**src/rtl/store_checker_pkg.sv**
```systemverilog
// store_checker_pkg: shared types and width helpers for the store checker.
//   state_e     - checker FSM states (IDLE, RUN, PASS, FAIL, TIMEOUT)
//   cnt_w()     - width of a 0..DEPTH counter (match count, FIFO occupancy)
//   ptr_w()     - width of a FIFO pointer (DEPTH is a power of two)
//   port_w()    - width of a port index (minimum 1 bit)
//   sel_w()     - width of a 0..PORTS pop/active-port count
package store_checker_pkg;

  typedef enum logic [2:0] {
    ST_IDLE,
    ST_RUN,
    ST_PASS,
    ST_FAIL,
    ST_TIMEOUT
  } state_e;

  function automatic int unsigned cnt_w(input int unsigned depth);
    return $clog2(depth + 1);
  endfunction

  function automatic int unsigned ptr_w(input int unsigned depth);
    return (depth > 1) ? $clog2(depth) : 1;
  endfunction

  function automatic int unsigned port_w(input int unsigned ports);
    return (ports > 1) ? $clog2(ports) : 1;
  endfunction

  function automatic int unsigned sel_w(input int unsigned ports);
    return $clog2(ports + 1);
  endfunction

endpackage

```
**src/rtl/store_checker_peek_fifo.sv**
```systemverilog
// peek_fifo: synchronous FIFO with one push per cycle, a PORTS-wide read
// window starting at the head, and a variable pop of 0..PORTS entries.
//   clk_i, rst_i   - clock, synchronous active-high reset
//   push_i         - push request (dropped when full)
//   push_data_i    - entry to push
//   pop_cnt_i      - number of entries to pop this cycle (<= count_o)
//   win_o[j]       - entry at head+j (wraps modulo DEPTH)
//   count_o        - occupancy 0..DEPTH
//   full_o/empty_o - occupancy flags
module peek_fifo #(
  parameter int unsigned DW    = 64,
  parameter int unsigned DEPTH = 8,
  parameter int unsigned PORTS = 2
) (
  input  logic                       clk_i,
  input  logic                       rst_i,
  input  logic                       push_i,
  input  logic [DW-1:0]              push_data_i,
  input  logic [$clog2(PORTS+1)-1:0] pop_cnt_i,
  output logic [DW-1:0]              win_o [PORTS],
  output logic [$clog2(DEPTH):0]     count_o,
  output logic                       full_o,
  output logic                       empty_o
);
  import store_checker_pkg::*;

  localparam int unsigned PTR_W = ptr_w(DEPTH);

  logic [DW-1:0]    mem_q [DEPTH];
  logic [PTR_W-1:0] wr_ptr_q, rd_ptr_q;
  logic [PTR_W:0]   count_q;
  logic             push_ok;

  assign push_ok = push_i && !full_o;
  assign count_o = count_q;
  assign full_o  = (count_q == (PTR_W+1)'(DEPTH));
  assign empty_o = (count_q == '0);

  // Pointer arithmetic wraps naturally because DEPTH is a power of two.
  for (genvar j = 0; j < PORTS; j++) begin : g_win
    assign win_o[j] = mem_q[rd_ptr_q + PTR_W'(j)];
  end

  always_ff @(posedge clk_i) begin
    if (push_ok) mem_q[wr_ptr_q] <= push_data_i;
  end

  always_ff @(posedge clk_i) begin
    if (rst_i) begin
      wr_ptr_q <= '0;
      rd_ptr_q <= '0;
      count_q  <= '0;
    end else begin
      if (push_ok) wr_ptr_q <= wr_ptr_q + 1'b1;
      rd_ptr_q <= rd_ptr_q + PTR_W'(pop_cnt_i);
      count_q  <= count_q + (PTR_W+1)'(push_ok) - (PTR_W+1)'(pop_cnt_i);
    end
  end

endmodule

```
**config.mk**
```make
export PLATFORM = sky130hd
export DESIGN_NAME = peek_fifo
export DESIGN_NICKNAME = d
export VERILOG_FILES = /design/src/rtl/store_checker_pkg.sv /design/src/rtl/store_checker_peek_fifo.sv
export SDC_FILE = /design/constraint.sdc
export NUM_CORES = 1
export LEC_CHECK = 0
export BUFFER_PORTS_ARGS = -buffer_cell sky130_fd_sc_hd__buf_2
export CAP_MARGIN = 40
export CORE_ASPECT_RATIO = 0.6
export CORE_MARGIN = 2
export CORE_UTILIZATION = 60
export DETAILED_ROUTE_END_ITERATION = 7
export GPL_TIMING_DRIVEN = 1
export PLACE_DENSITY_LB_ADDON = 0.2
export SYNTH_ARGS = -nofsm -noshare
export SYNTH_HDL_FRONTEND = slang
export SYNTH_SLANG_ARGS = --single-unit
```
**constraint.sdc**
```tcl
create_clock -name clk_i -period 8.4 [get_ports clk_i]
set_clock_uncertainty 0.1 [all_clocks]
set_input_delay 0.42 -clock clk_i [delete_from_list [all_inputs] [get_ports clk_i]]
set_output_delay 0.42 -clock clk_i [all_outputs]
set_load 0.03 [all_outputs]
```
==> flow_summary.toml <==
[routing]
ant_nets = 0
via_per_inst = 6.55
drt-initial-drc-count = 1184
drt_wl_total_um = 49300
vias = 11800
drc = 0
drt-pass1-iter-count = 5
wire_per_inst_um = 27.3

[worst_setup_path]
startpoint_type = "register"
cp.arrival_ns = 3.91
crit_start = "rd_ptr_q[0]$_SDFF_PP0_"
worst_setup_path_end_kind = "output pin"
required_ns = 7.88
rr_startpoint = "count_o[2]$_SDFF_PP0_"
crit_fanout = 56
crit_type = "register to output pin"

[clock_network]
clkTransAtPathRegs_ns = 0.06
cts-resized-gates = 0
cts_buffers = 47
cts_hold_buffers = 0
clockRootBuffer = "clkbuf_16"
clock-sinks = 522
post-cts-setup-buffer-count = 0
cts_tree = "yes"
insertion_delay_ns = 0.56
cts_max_level = 2
clockBufferDepth = 3

[synth]
ys_ff_latch = 522
synth_top_area_cell = "edfxtp_1"
synth_area_leaders = "edfxtp_1 (65%), mux4_2 (23%), mux2_2 (6.2%)"
ys_types = 27
synth-compound-area-share = 0.00137
synth_warnings = 0
synth_mux_area_frac = 0.307
synth_edf_count = 512
synth_top_family_by_area = "multiplexers"
synthAdderAreaFrac = 0.00698
async_reset_ff_frac = 0
synthFlopType = "edfxtp_1"
ys_seq_area_frac = 0.658
avgSynthCellArea_um2 = 22.8
synth-simple-area-share = 0.00581
synth_cells = 1039
netlist_area_mm2 = 0.0237
synth_top_cell_area_share = 0.649
synth_xor_area_frac = 0.00111
syn_nets = 1120

[floorplan]
core_area_mm2 = 0.0390
row_count = 56
chipWidth_um = 260
initial_core_util = 0.608
die_y_um = 158
die_area_mm2 = 0.0411
io_pins = 203

[sta]
setup_ws_ns = 3.97
fin_crit_ns = 4.43
final_max_slew_viol_count = 0
clock.fmax_mhz = 226
rsz0062_at_grt = "false"
maxSlewHeadroom = 0.328
tightest_slew_ns = 1.01
fin_setup_tns_ns = 0
setup_viol_count_final = 0
timing.hold.ws_ns = 0.0295
hold_viol = 0
finalCritPeriodShare = 0.527

[power]
p_leak_nw = 8.70
powerDensity_mw_per_mm2 = 264
totalPowerFinal_w = 0.00711
peakVddDrop_uv = 196

[grt]
grt_pass1_wl_um = 75000
overflow = 0
antenna_found_initial = 4
first_global_vias = 12300
grt_max_degree = 163
track_usage = 0.247

[layout]
post-route-util = 0.691
final_common_cell = "edfxtp_1"
area_delta_synth_final_pct = 13.8
fillers = 2421
layout-drive-gt1-share = 0.533
final_cell_mix = "edfxtp_1 (512), mux4_2 (244), buf_2 (202), mux2_2 (130), clkbuf_16 (49)"
layout.nets = 1326

[placement]
io_buffers = 202
post-place-ws_ns = 4.55
place.gp.congestion = 0.771
dpl.hpwl_um = 29000

[min_path]
hold_path.class = "input port to register"
hold_start = "push_data_i[30]"

[flow_run]
drv_cap = 0

[run_status]
status = "completed"
synth_stat cells (all sizes together) (3+ instances only):
master	number
edfxtp	512
mux4	256
mux2	130
buf	59
clkbuf	12
nor2	12
inv	11
dfxtp	10
ha	10
nor2b	4
a21oi	3
nand3	3
xor2	3
area by class of cell:
| cell class | instances | area, um2 | share of cell area |
|---|---|---|---|
| Sequential cell | 522 | 15600 | 0.579 |
| Multi-Input combinational cell | 435 | 7720 | 0.287 |
| Timing Repair Buffer | 228 | 1350 | 0.0501 |
| Clock buffer | 60 | 1270 | 0.0471 |
| Tap cell | 522 | 653 | 0.0242 |
| Clock inverter | 27 | 309 | 0.0115 |
| Inverter | 11 | 41.3 | 0.00153 |
| Antenna cell | 4 | 10.0 | 0.000372 |
where the power goes:
| part | leakage (nW) | internal [W] | switching, W |
|---|---|---|---|
| Clock | 0.768 | 0.00128 | 0.000905 |
| Sequential | 4.73 | 0.00300 | 0.0000806 |
| Combinational | 3.20 | 0.000768 | 0.00107 |
| Total | 8.70 | 0.00505 | 0.00206 |
routing by layer:
layer / wire length [um] / global-route usage / share of wire / vias up
met5: 30 / 0 / 0.00061 / -
met4: 767 / 0.0536 / 0.016 / 4
met3: 3650 / 0.0471 / 0.074 / 62
met2: 24000 / 0.392 / 0.49 / 440
met1: 20800 / 0.367 / 0.42 / 6371
li1: - / - / - / 4969
path summary, 6_finish.rpt:
check | slack (ns) | end | cells past startpoint
max | 3.97 | win_o[55] | 6
max reg2reg | 5.22 | mem_q[1][44]$_DFFE_PP_ | 8
min reg2reg | 0.43 | wr_ptr_q[0]$_SDFFE_PP0P_ | 2
min | 0.03 | mem_q[2][30]$_DFFE_PP_ | 1
critical path, stage by stage, from the launching register on:
cell,delay (ns)
dfxtp_4,0.88
ha_4,0.45
buf_16,0.33
buf_4,0.71
mux4_2,0.42
mux2_2,0.28
buf_2,0.19
metrics by stage:
stage | area, um2 | instances
finish | 26900 | 1809
global route | 26900 | 1807
detailed placement | 25400 | 1718
floorplan | 23700 | 1039
CTS | 26900 | 1805
global placement | 25200 | 1711
sequential cells by signal, indices dropped and copies added (netlist names):
signal    count
count_o       4
mem_q       512
rd_ptr_q      3
wr_ptr_q      3
logic make-up (layout without fill, tap and decap cells):
kind of cell | after synthesis | count (layout)
AOI/OAI and AO/OA | 6 | 6
buffers and inverters | 82 | 326
xor gates and xnor gates | 3 | 3
DFF | 522 | 522
muxes | 386 | 386
other | 0 | 4
and+or+nand+nor | 28 | 28
adders and majority gates | 12 | 12
(Power assumes the default switching activity.)
